==> config.mk <==
export PLATFORM = sky130hd
export DESIGN_NAME = fetch_stage
export DESIGN_NICKNAME = d
export VERILOG_FILES = /design/src/rtl/fetch_stage_pkg.sv /design/src/rtl/fetch_stage_sat_counter.sv /design/src/rtl/fetch_stage.sv
export SDC_FILE = /design/constraint.sdc
export NUM_CORES = 1
export LEC_CHECK = 0
export CAP_MARGIN = 5
export CORE_ASPECT_RATIO = 2
export CORE_MARGIN = 1
export CORE_UTILIZATION = 55
export CTS_CLUSTER_DIAMETER = 40
export CTS_CLUSTER_SIZE = 12
export DETAILED_ROUTE_END_ITERATION = 6
export GPL_ROUTABILITY_DRIVEN = 0
export MAX_ROUTING_LAYER = met4
export PLACE_DENSITY = 0.85
export SLEW_MARGIN = 10
export SYNTH_ARGS = -nofsm -noshare
export SYNTH_HDL_FRONTEND = slang
export SYNTH_SLANG_ARGS = --single-unit
==> constraint.sdc <==
create_clock -name clock -period 6.7 [get_ports clock]
set_input_delay 1.34 -clock clock [delete_from_list [all_inputs] [get_ports clock]]
set_output_delay 1.34 -clock clock [all_outputs]
set_load 0.01 [all_outputs]
==> src/rtl/fetch_stage_pkg.sv <==
// fetch_stage_pkg: shared cpu constants for instruction field positions and opcodes
package fetch_stage_pkg;
    localparam int OPC_MSB  = 31;
    localparam int OPC_LSB  = 27;
    localparam int FUNC_MSB = 6;
    localparam int FUNC_LSB = 2;
    localparam logic [31:0] NOP_INSN = 32'h0;
    localparam logic [4:0] OPC_RTYPE = 5'b00000;
    localparam logic [4:0] OPC_J     = 5'b00001;
    localparam logic [4:0] OPC_BNE   = 5'b00010;
    localparam logic [4:0] OPC_JAL   = 5'b00011;
    localparam logic [4:0] OPC_JR    = 5'b00100;
    localparam logic [4:0] OPC_BLT   = 5'b00110;
    localparam logic [4:0] OPC_SW    = 5'b00111;
    localparam logic [4:0] OPC_LW    = 5'b01000;
    localparam logic [4:0] OPC_SETX  = 5'b10101;
    localparam logic [4:0] OPC_BEX   = 5'b10110;
endpackage

==> src/rtl/fetch_stage_sat_counter.sv <==
// sat_counter: counter that adds 0..3 per edge and sticks at all-ones
module sat_counter #(
    parameter int CNT_W = 16
) (
    input  logic             clock,
    input  logic             reset,
    input  logic [1:0]       inc,
    output logic [CNT_W-1:0] count
);
    logic [CNT_W:0] sum;
    assign sum = {1'b0, count} + {{(CNT_W-1){1'b0}}, inc};
    // Add the increment, clamping on carry-out
    always_ff @(posedge clock) begin
        if (reset) count <= '0;
        else count <= sum[CNT_W] ? '1 : sum[CNT_W-1:0];
    end
endmodule

==> src/rtl/fetch_stage.sv <==
// fetch_stage: instruction fetch with 1-entry skid buffer and F/D pipeline register
module fetch_stage
    import fetch_stage_pkg::*;
#(
    parameter int              PC_W     = 32,
    parameter int              IMEM_AW  = 12,
    parameter logic [PC_W-1:0] RESET_PC = '0,
    parameter int              CNT_W    = 16
) (
    input  logic               clock,
    input  logic               reset,
    input  logic               stall_in,
    input  logic               redirect_in,
    input  logic [PC_W-1:0]    redirect_pc,
    output logic [IMEM_AW-1:0] address_imem,
    input  logic [31:0]        q_imem,
    output logic               fd_valid,
    output logic [PC_W-1:0]    fd_pc,
    output logic [31:0]        fd_insn,
    output logic [4:0]         fd_opcode,
    output logic [4:0]         fd_func,
    output logic [CNT_W-1:0]   fetch_count,
    output logic [CNT_W-1:0]   flush_count
);
    logic [PC_W-1:0] req_pc, resp_pc, skid_pc;
    logic [31:0]     skid_insn;
    logic            resp_v, skid_v;
    logic [1:0]      fetch_inc, flush_inc;

    assign address_imem = req_pc[IMEM_AW-1:0];
    assign fd_opcode    = fd_insn[OPC_MSB:OPC_LSB];
    assign fd_func      = fd_insn[FUNC_MSB:FUNC_LSB];
    assign fetch_inc    = {1'b0, !redirect_in && !stall_in && (skid_v || resp_v)};
    assign flush_inc    = redirect_in ? {1'b0, fd_valid} + {1'b0, resp_v} + {1'b0, skid_v} : 2'd0;

    // Request/response tracking, skid capture and F/D load; redirect beats stall
    always_ff @(posedge clock) begin
        if (reset) begin
            req_pc   <= RESET_PC;
            resp_v   <= 1'b0;
            skid_v   <= 1'b0;
            fd_valid <= 1'b0;
            fd_pc    <= '0;
            fd_insn  <= NOP_INSN;
        end else if (redirect_in) begin
            req_pc   <= redirect_pc;
            resp_v   <= 1'b0;
            skid_v   <= 1'b0;
            fd_valid <= 1'b0;
            fd_insn  <= NOP_INSN;
        end else if (stall_in) begin
            resp_v <= 1'b0;
            if (resp_v && !skid_v) begin
                skid_pc   <= resp_pc;
                skid_insn <= q_imem;
                skid_v    <= 1'b1;
            end
        end else begin
            req_pc  <= req_pc + PC_W'(1);
            resp_pc <= req_pc;
            resp_v  <= 1'b1;
            if (skid_v) begin
                fd_pc    <= skid_pc;
                fd_insn  <= skid_insn;
                fd_valid <= 1'b1;
                skid_v   <= 1'b0;
            end else begin
                fd_pc    <= resp_pc;
                fd_insn  <= resp_v ? q_imem : NOP_INSN;
                fd_valid <= resp_v;
            end
        end
    end

    sat_counter #(.CNT_W(CNT_W)) u_fetch_cnt (
        .clock(clock), .reset(reset), .inc(fetch_inc), .count(fetch_count)
    );

    sat_counter #(.CNT_W(CNT_W)) u_flush_cnt (
        .clock(clock), .reset(reset), .inc(flush_inc), .count(flush_count)
    );
endmodule

Word level (Yosys, flattened, before mapping)
Cells that the tools add are included.
{ "word_totals": {"ff_bits": 227, "latchBits": 0, "rom_bits": 0, "input_bits": 68, "mem_count": 0, "output_inout_bits": 119, "wordCells": 42, "ramBits": 0} }
{ "classes": {"mux": 10, "n_reduce_logical": 12, "div": 0, "eq_ne": 1, "shift": 0, "order_cmp": 0, "mul": 0, "bitwise": 3, "n_addsub": 5} }
{ "ops": {"columns": ["operator", "n"], "rows": [
  ["$mux W32", 5],
  ["$add A32 B1 Y32 const B", 1],
  ["$mux W16", 2],
  ["$add A16 B1 Y17", 1],
  ["$add A16 B2 Y17", 1],
  ["$reduce_and A4 Y1", 1],
  ["$logic_and A1 B1 Y1", 3],
  ["$logic_not A1 Y1", 3],
  ["$not A1 Y1", 3],
  ["$reduce_and A3 Y1", 1],
  ["$reduce_or A3 Y1", 1],
  ["$add A1 B1 Y2", 1],
  ["$add A2 B1 Y2", 1],
  ["$mux W1", 2],
  ["$mux W2", 1],
  ["$ne A2 B1 Y1 const B", 1],
  ["$reduce_and A2 Y1", 1],
  ["$reduce_or A2 Y1", 1],
  ["$logic_or A1 B1 Y1", 1]
]} }

Logic depth before layout (Yosys ltp)
Gate-level depths: netlist of run 1.
{ "depth": {"word_depth": 5, "depth_mapped": 11, "depth_no_buf": 10} }

Hierarchy
From an unflattened synthesis of run 1, not the netlist that was laid out.
{ "unflattened": {"cells_unflattened": 860, "hier_area_um2": 9718.1} }
{ "modules_own_cells": {"columns": ["module", "instances", "area_each_um2", "cells_per_inst", "seq_area_each_um2"], "rows": [
  ["fetch_stage", 1, 7941.4, 690, 4864.7],
  ["sat_counter", 2, 888.4, 85, 320.3]
]} }

Least setup slack after synthesis of run 1
OpenSTA, ideal clock, no wires.
{ "synth_path": {"kind": "input-to-reg", "startpoint": "input port stall_in", "endpoint": "register skid_insn[0], enable pin", "cell_stages": 4, "path_slack_ns": 2.553, "n_path_buf": 3, "t_required_ns": 6.271, "setup_time_ns": 0.429, "arrival_time_ns": 3.717, "path_cell_list": "clkbuf_1 clkbuf_1 buf_1 and3_1"} }
{ "synth_via": {"elab_chain_len": 1} }
{ "synth_lines": {"columns": ["item", "line_no", "text"], "rows": [
  ["start: declaration", "fetch_stage.sv:12", "input logic stall_in,"],
  ["$reduce_and A4 Y1 (no source line)", null, null],
  ["end signal: assignment", "fetch_stage.sv:55", "skid_insn <= q_imem;"],
  ["end: declaration", "fetch_stage.sv:26", "logic [31:0] skid_insn;"]
]} }
No other way between the ends.
A chain may end at the register's enable or synchronous reset.

Worst setup path after layout of run 1
{ "layout_path": {"startpoint": "input port redirect_in", "endpoint": "register u_flush_cnt.count[13]"} }
{ "layout_via": {"elab_chain_len": 3} }
{ "layout_lines": {"columns": ["item", "line_no", "text"], "rows": [
  ["start: declaration", "fetch_stage.sv:13", "input logic redirect_in,"],
  ["$mux W2", "fetch_stage.sv:34", "assign flush_inc = redirect_in ? {1'b0, fd_valid} + {1'b0, resp_v} + {1'b0, skid_v} : 2'd0;"],
  ["$add A16 B2 Y17", "fetch_stage_sat_counter.sv:11", "assign sum = {1'b0, count} + {{(CNT_W-1){1'b0}}, inc};"],
  ["$mux W16", "fetch_stage_sat_counter.sv:15", "else count <= sum[CNT_W] ? '1 : sum[CNT_W-1:0];"],
  ["end signal: assignment", "fetch_stage_sat_counter.sv:15", null],
  ["end: declaration", "fetch_stage_sat_counter.sv:8", "output logic [CNT_W-1:0] count"]
]} }
No other way between the ends.

==> impl_results.md, run 1 <==
- Outcome: finished clean
- Synth Flop Type: dfxtp_1
- GR peak layer: met2
- DRC Markers: 0
- Startpoint type of the worst setup path: input pin
- M3 GR Usage: 0.0365
- Crit. End Element: flop
- Vias per Instance: 5.69
- RSZ-0062 raised after global routing: no
- CTS Hold Bufs: 0
- Fillers: 1183
- Total gr overflow: 0
- Register area share after synthesis: 0.596
- Largest area contributor in the netlist: edfxtp_1
- Dpl cells: 1182
- Total Routed Length: 21400 µm
- Area taken by multi-input logic gates: 0.00333 mm²
- Per-cell routed wire length: 17.5 µm
- Syn_area_per_cell: 10.8 µm²
- P&R area growth vs syn: 26.3%
- HP Class: reg -> reg
- Net count after synthesis: 934
- Layout Cells excl Fill: 1221
- Pwr/cell area: 243 mW/mm²
- Die Y: 185 µm
- Die area: 0.0174 mm²
- Synth warn: 0
- Max-slew headroom: 0.274
- Leak Pwr: 3.87 nW
- Clock skew: 15.0 ps
- Critical Path RT: 7120 ps
- Global-route wire length before repair: 33500 µm
- Num CTS Buffers: 22
- Row count: 66
- Final Cell Area: 0.0117 mm²
- Max_cap viols: 0
- IO Count: 187
- Port bufs: 186
- Setup ws final: 2340 ps
- Synth area leaders: edfxtp_1, dfxtp_1, nor2_1, mux2i_1, a21oi_1
- Initial Util: 0.565
- DR iter-0 viols: 400
- Vias: 6949
- Final Critical Period: 4360 ps
- Post-Synthesis Cells: 859
- CTS tree: done
- Final setup viols: 0
- Vias in the first global route: 6803
- GRT Total Usage: 0.253
- EDFF count, synth: 96
- Met2 usage: 0.460
- Worst-Skew Late Latency: 500 ps
- Synth top area share: 0.312
- Setup tns final: 0 ps
- Worst setup path class: in -> reg
- Detailed-router iteration count before antenna repair: 5
- Flops & latches, synth: 227
- Period utilization: 0.651
- Resized cells post-CTS: 0
- Worst slack, placed: 1820 ps
- Worst ir drop on vdd: 202 µV
- Dpl hpwl: 14300 µm
- Initial antenna violation count: 0
- Count of pins over their slew limit: 0
- Worst slew pin tran: 1090 ps
- Fmax achieved: 229 MHz
- ANT nets after route: 0
- CTS sink cnt: 227
- Root Buffer: clkbuf_16
- Met1 usage: 0.274
- Diodes inserted: 0
- H-Tree Depth: 1
- Final Hold Violating Endpoints: 0
- Distinct cell type count after synthesis: 55
- Fraction of layout cells with a size suffix above 1: 0.0452
- Register area: 0.00551 mm²
- Area after DPL: 0.0110 mm²
- Most frequent cells in the layout: clkdlybuf4s50_1, nor2_1, dfxtp_1, edfxtp_1, a21oi_1
- Final Power: 2.84 mW
- Nets: 1077
- Crit-path max FO: 24
- Ys async rst share: 0
- Die W: 93.7 µm
- Arrival time at the worst endpoint: 4780 ps
- Post-synthesis cell area: 0.00924 mm²
- Largest net degree at the start of global routing: 100
- Longest Clk Path Bufs: 3
- Core ar.: 0.0164 mm²
- Commonest non-fill, non-tap cell in the layout: clkdlybuf4s50_1
- Setup Fix Bufs, Post-CTS: 0
- Reg clk slew, reported paths: 60 ps
layer usage:
| metal | up-vias | part of all wire |
|---|---|---|
| li1 | 3369 | - |
| met1 | 3307 | 0.37 |
| met2 | 217 | 0.55 |
| met3 | 56 | 0.044 |
| met4 | 0 | 0.033 |
| met5 | - | 0 |
layout make-up:
class / count / area share
repair buffers: 193 / 0.163
well taps: 204 / 0.0219
clock buffers: 39 / 0.0544
multi-input cells: 546 / 0.285
flip-flops and latches: 227 / 0.472
inverters: 12 / 0.00386
flip-flops by register name, summed over array words and instances (netlist names):
| signal | flops |
|---|---|
| fd_insn | 32 |
| resp_pc | 32 |
| req_pc | 32 |
| skid_insn | 32 |
| fd_valid | 1 |
| fd_pc | 32 |
| skid_v | 1 |
| u_fetch_cnt.count | 16 |
| resp_v | 1 |
| u_flush_cnt.count | 16 |
| skid_pc | 32 |
critical path, cell delays in order:
cell and delay, ps:
clkdlybuf4s50_1 1070, and2_1 240, ha_1 170, inv_1 60, fa_1 410, nor2b_1 220
nand3_1 140, or4_1 710, and3_1 260, nor3_1 140
synth_stat cells, types with 4 or more instances:
| cell type | instances |
|---|---|
| buf_1 | 9 |
| ha_1 | 5 |
| nor2_1 | 140 |
| or3_1 | 4 |
| nor3_1 | 16 |
| dfxtp_1 | 131 |
| buf_4 | 23 |
| nor4_1 | 12 |
| a211oi_1 | 42 |
| mux2i_1 | 41 |
| a22oi_1 | 32 |
| nand2_1 | 40 |
| o21ai_0 | 8 |
| nor2b_1 | 5 |
| xor2_1 | 11 |
| and4_1 | 5 |
| edfxtp_1 | 96 |
| xnor2_1 | 29 |
| inv_1 | 11 |
| nand3_1 | 20 |
| a21oi_1 | 69 |
| nand4_1 | 16 |
| clkbuf_1 | 38 |
| and3_1 | 12 |
power breakdown:
| part | total (mW) | internal, mW | switching (mW) |
|---|---|---|---|
| Sequential | 1.51 | 1.48 | 0.0330 |
| Combinational | 0.198 | 0.102 | 0.0959 |
| Clock | 1.13 | 0.638 | 0.489 |
| Total | 2.84 | 2.22 | 0.618 |
through the flow:
step	hold WS, ps	utilization
floorplan	413	-
global placement	436	0.675
detailed placement	438	0.675
CTS	447	0.714
global route	456	0.714
finish	447	0.714
cells by family (layout without fill, tap and decap cells):
group           after synthesis  in the layout  share of synthesized area
flops                       227            227                      0.596
simple gates                293            293                      0.151
mux                          41             41                     0.0444
xor+xnor                     40             40                     0.0379
fa+ha+maj                     7              7                     0.0111
buf+inv                      86            244                     0.0464
compound gates              165            165                      0.114
path summary, 6_finish.rpt:
check             slack, ps  cells after the start         from               endpoint
setup / recovery       2340                     10  redirect_in  u_flush_cnt.count[13]
hold / removal          450                      0  resp_pc[20]            skid_pc[20]
setup reg to reg       3070                     11       skid_v  u_flush_cnt.count[13]
hold reg to reg         450                      0  resp_pc[20]            skid_pc[20]
Note: power is estimated with default switching activity, not from simulation.
==> run 2: changes to the inputs <==
CORE_UTILIZATION = 46   (was 55)
PLACE_DENSITY = 0.76   (was 0.85)
clock period = 3.85 ns   (was 6.7 ns; I/O delays follow)
==> impl_results.md, run 2 (synthesis results as in run 1) <==
- Outcome: complete, but fails checks
- Failing checks: design-rule violations
- Final hold slack: 447 ps (+0.269 ps)
- Initial antenna violation count: 1 (+1)
- Root Buffer: clkbuf_16
- Count of pins over their slew limit: 0 (unchanged)
- Die W: 102 µm (+9.1%)
- P_sw: 1.07 mW (+73%)
- Total gr overflow: 0 (unchanged)
- Area taken by multi-input logic gates: 0.00333 mm² (unchanged)
- Vias per Instance: 5.35 (-6.0%)
- DR iter-0 viols: 339 (-15%)
- Reg-to-reg endpoint: u_flush_cnt.count[0]
- Reg2reg start: fd_valid
- Initial Util: 0.466 (-0.0990)
- CTS Hold Bufs: 0 (unchanged)
- Largest net degree at the start of global routing: 76 (-24%)
- Fraction of layout cells with a size suffix above 1: 0.0508 (+0.00560)
- Fillers: 1697 (+43%)
- Met1 usage: 0.240 (-0.0344)
- Period utilization: 0.790
- Final setup viols: 0 (unchanged)
- Nets: 1083 (+0.56%)
- Beginning of the worst hold path: resp_pc[1]
- Vias in the first global route: 6629 (-2.6%)
- Fmax achieved: 329 MHz
- Final Hold Violating Endpoints: 0 (unchanged)
- GR peak layer: met2
- Most frequent cells in the layout: clkdlybuf4s50_1, nor2_1, dfxtp_1, edfxtp_1, a21oi_1
- Pwr/cell area: 417 mW/mm² (+72%)
- Longest Clk Path Bufs: 3 (unchanged)
- CTS sink cnt: 227 (unchanged)
- Core ar.: 0.0198 mm² (+21%)
- Final Power: 4.93 mW (+74%)
- Worst slack, placed: 316 ps (-1500 ps)
- Setup tns final: 0 ps (unchanged)
- Dpl hpwl: 14700 µm (+2.4%)
- M3 GR Usage: 0.0279 (-0.00865)
- Global-route wire length before repair: 34100 µm (+1.6%)
- CTS tree: done
- Switch share: 0.216 (-0.00155)
- Critical Path RT: 4270 ps (-2850 ps)
- Hold EP: skid_pc[1]
- Combinational power share: 0.071 (about the same)
- Reg clk slew, reported paths: 60 ps (about the same)
- Port bufs: 186 (unchanged)
- Setup slack, reg-to-reg: 880 ps (-2190 ps)
- RSZ-0062 raised after global routing: no
- Setup Fix Bufs, Post-CTS: 0 (unchanged)
- H-Tree Depth: 1 (unchanged)
- Per-cell routed wire length: 16.6 µm (-5.5%)
- Die area: 0.0207 mm² (+19%)
- Arrival time at the worst endpoint: 3460 ps (-1320 ps)
- ANT nets after route: 0 (unchanged)
- Startpoint type of the worst setup path: input pin
- P_int: 3.86 mW (+74%)
- Total Routed Length: 21300 µm (-0.44%)
- Vias: 6880 (-0.99%)
- Crit. End Element: flop
- Worst Reg-to-Reg Cells: 10 (-1)
- Worst ir drop on vdd: 346 µV (+71%)
- Critical path startpoint: redirect_in
- Crit-path max FO: 13 (-46%)
- Register area: 0.00551 mm² (about the same)
- Detailed-router iteration count before antenna repair: 7 (+2)
- Max-slew headroom: 0.370 (+0.0959)
- Setup ws final: 809 ps (-1530 ps)
- Max_cap viols: 0 (unchanged)
- Row count: 73 (+11%)
- Worst setup path class: in -> reg
- Worst slew pin tran: 945 ps (-144 ps)
- Resized cells post-CTS: 0 (unchanged)
- Leak Pwr: 3.91 nW (+0.86%)
- GRT Total Usage: 0.215 (-0.0380)
- Hold Path Stages: 0 (unchanged)
- Seq pwr share: 0.533 (about the same)
- P&R area growth vs syn: 27.8%
- Clock skew: 10.7 ps (-4.32 ps)
- Commonest non-fill, non-tap cell in the layout: clkdlybuf4s50_1
- Num CTS Buffers: 22 (unchanged)
- Worst-Skew Late Latency: 500 ps (about the same)
- Met2 usage: 0.376 (-0.0836)
- Final Critical Period: 3040 ps
- DRC Markers: 1 (+1)
- Die Y: 202 µm (+9.2%)
- Clock power frac: 0.396 (-0.002)
- IO Count: 187 (unchanged)
- HP Class: reg -> reg
-- run 2: area by class of cell --
| cell class | instances | area share |
|---|---|---|
| sequential | 227 | 0.466 |
| multi-input combinational | 546 | 0.282 |
| antenna | 1 | 0.000212 |
| inverter | 12 | 0.00381 |
| timing repair buffer | 199 | 0.166 |
| tap | 262 | 0.0278 |
| clock buffer | 39 | 0.0538 |
-- run 2: power groups by stage --
stage                     registers (mW)  clock network, mW  logic, mW
after floorplan                     2.67                  0      0.170
after global placement              2.68                  0      0.345
after detailed placement            2.68                  0      0.350
after CTS                           2.63               2.01      0.352
after global routing                2.63               2.10      0.382
final                               2.63               1.95      0.348
-- run 2: routing by layer --
metal / wire length (µm) / up-vias
li1: - / 3385
met1: 8080 / 3257
met2: 11400 / 178
met3: 873 / 60
met4: 973 / 0
met5: 0 / -
-- run 2: worst max-delay path by stage --
stage               slack (ps)                    to  cells after the start
floorplan                  270          skid_insn[0]                      4
global placement           430  u_fetch_cnt.count[0]                      9
detailed placement         320  u_fetch_cnt.count[0]                      9
CTS                        810  u_fetch_cnt.count[0]                      9
global route               590  u_fetch_cnt.count[0]                      9
finish                     810  u_fetch_cnt.count[0]                      9
-- run 2: critical path, stage by stage --
cell	delay, ps
clkdlybuf4s50_1	450
or2_2	350
nor2_1	220
ha_1	250
ha_1	240
nand4_1	150
nor2_1	300
nand3_1	450
a21oi_1	280
-- run 2: through the flow --
| stage | util | instances | area [µm²] |
|---|---|---|---|
| global placement | 0.564 | 1246 | 11200 |
| detailed placement | 0.564 | 1246 | 11200 |
| floorplan | - | 859 | 9240 |
| CTS | 0.596 | 1285 | 11800 |
| global route | 0.596 | 1286 | 11800 |
| finish | 0.596 | 1286 | 11800 |
==> run 3: changes to the inputs <==
CORE_UTILIZATION = 51   (was 46)
PLACE_DENSITY = 0.79   (was 0.76)
clock period = 3.2 ns   (was 3.85 ns; I/O delays follow)
==> impl_results.md, run 3 (synthesis results as in run 1) <==
- Leak Pwr: 3.95 nW (+1.2%)
- CP dominant cell by count: fa_1
- Met1 usage: 0.251 (+0.0108)
- CTS Hold Bufs: 0 (unchanged)
- Critical path's top delay family: adder cells
- Fraction of layout cells with a size suffix above 1: 0.0581 (+0.00731)
- Initial antenna violation count: 0 (-1)
- Worst Reg-to-Reg Cells: 10 (unchanged)
- Num CTS Buffers: 22 (unchanged)
- Max_cap viols: 0 (unchanged)
- Crit-path cells: fa_1, and2_1, ha_1, inv_1, fa_1, nor2b_1, nand3_1, or4_1, buf_4, a21oi_1
- CTS tree: done
- Worst ir drop on vdd: 442 µV (+28%)
- Beginning of the worst hold path: resp_pc[17]
- Met2 usage: 0.412 (+0.0359)
- Count of pins over their slew limit: 0 (unchanged)
- Die area: 0.0187 mm² (-9.7%)
- Final Critical Period: 2980 ps
- Nets: 1091 (+0.74%)
- Outcome: finished clean
- Crit. End Element: flop
- Global-route wire length before repair: 33500 µm (-1.6%)
- Final Hold Violating Endpoints: 0 (unchanged)
- Startpoint type of the worst setup path: flop
- Crit path buffers/inverters: 2 (+1)
- HP Class: reg -> reg
- Commonest non-fill, non-tap cell in the layout: clkdlybuf4s50_1
- Worst setup path class: reg -> reg
- Slowest stage cell on the critical path: fa_1
- Dpl hpwl: 14500 µm (-1.0%)
- Pwr/cell area: 501 mW/mm² (+20%)
- Largest net degree at the start of global routing: 78 (+2.6%)
- H-Tree Depth: 1 (unchanged)
- Arrival time at the worst endpoint: 3400 ps (-60 ps)
- Crit-path max FO: 11 (-2)
- Vias per Instance: 5.58 (+4.2%)
- Total gr overflow: 0 (unchanged)
- GRT Total Usage: 0.227 (+0.0117)
- Fmax achieved: 335 MHz
- Hold Path Stages: 0 (unchanged)
- RSZ-0062 raised after global routing: no
- Worst slew pin tran: 922 ps (-22.6 ps)
- DR iter-0 viols: 413 (+22%)
- Setup tns final: 0 ps (unchanged)
- ANT nets after route: 0 (unchanged)
- Period utilization: 0.933
- DRC Markers: 0 (-1)
- Per-cell routed wire length: 17.1 µm (+3.3%)
- Vias in the first global route: 6666 (+0.56%)
- Row count: 69 (-5.5%)
- Critical Path RT: 3620 ps (-650 ps)
- Hold EP: skid_pc[17]
- Core ar.: 0.0178 mm² (-10%)
- Port bufs: 186 (unchanged)
- Root Buffer: clkbuf_16
- M3 GR Usage: 0.0308 (+0.00290)
- Longest Clk Path Bufs: 3 (unchanged)
- Final setup viols: 0 (unchanged)
- P&R area growth vs syn: 28.1%
- Critical Path Max Stage Delay: 550 ps (+100 ps)
- Setup slack, reg-to-reg: 220 ps (-660 ps)
- Initial Util: 0.520 (+0.0534)
- Worst-Skew Late Latency: 490 ps (about the same)
- Die Y: 192 µm (-5.0%)
- Vias: 6943 (+0.92%)
- Reg-to-reg endpoint: u_flush_cnt.count[0]
- Diodes inserted: 0 (-1)
- Most frequent cells in the layout: clkdlybuf4s50_1, nor2_1, dfxtp_1, edfxtp_1, a21oi_1
- Final Power: 5.93 mW (+20%)
- Reg clk slew, reported paths: 70 ps (about the same)
- Resized cells post-CTS: 0 (unchanged)
- Die W: 97.2 µm (-4.9%)
- Max-slew headroom: 0.385 (+0.0150)
- Total Routed Length: 21300 µm (about the same)
- Reg2reg start: fd_valid
- Clock skew: 13.7 ps (+3.05 ps)
- Detailed-router iteration count before antenna repair: 5 (-2)
- GR peak layer: met2
- IO Count: 187 (unchanged)
- Setup Fix Bufs, Post-CTS: 0 (unchanged)
- CTS sink cnt: 227 (unchanged)
## run 3: changes by cell type in the layout (fill, tap and decap cells not counted), sizes merged
cell,previous run,this run
buf,15,23
clkbuf,39,40
diode,1,0
## run 3: worst reg2reg max path, cell delays in order (launching register included)
cell	delay (ps)
dfxtp_1	340
fa_1	550
and2_1	130
ha_1	180
inv_1	70
fa_1	420
nor2b_1	200
nand3_1	120
or4_1	540
buf_4	210
a21oi_1	150
## run 3: stage by stage
stage	std cells	area [µm²]	hold slack (ps)	utilization	setup slack (ps)
floorplan	859	9250	413	-	158
global placement	1205	11200	429	0.630	103
detailed placement	1205	11200	432	0.630	20.0
CTS	1245	11800	446	0.666	227
global route	1245	11800	463	0.666	3.88
finish	1245	11800	445	0.666	216
## run 3: per-layer routing
layer	share of wire	up-vias
met4	0.036	0
met5	0	-
met1	0.38	3310
li1	-	3396
met2	0.54	190
met3	0.040	47
## run 3: report_power, final
part	switching, mW	leakage, nW	internal [mW]
sequential	0.0691	1.95	3.09
combinational	0.201	1.70	0.221
clock	1.00	0.304	1.34
## run 3: final cells by class
class	count	area, µm²
clock buffers	40	639
fillers	1360	5950
inverters	12	45.0
multi-input cells	546	3330
flip-flops and latches	227	5510
well taps	213	267
repair buffers	207	2050
## run 3: worst max path at each step
stage / from / to / slack, ps / depth (start not counted)
after detailed placement: redirect_in / u_flush_cnt.count[1] / 20 / 10
after global routing: skid_v / u_fetch_cnt.count[9] / 4 / 10
after floorplan: redirect_in / u_flush_cnt.count[1] / 160 / 11
after CTS: skid_v / u_fetch_cnt.count[1] / 230 / 10
final: fd_valid / u_flush_cnt.count[0] / 220 / 10
after global placement: redirect_in / u_flush_cnt.count[0] / 100 / 10
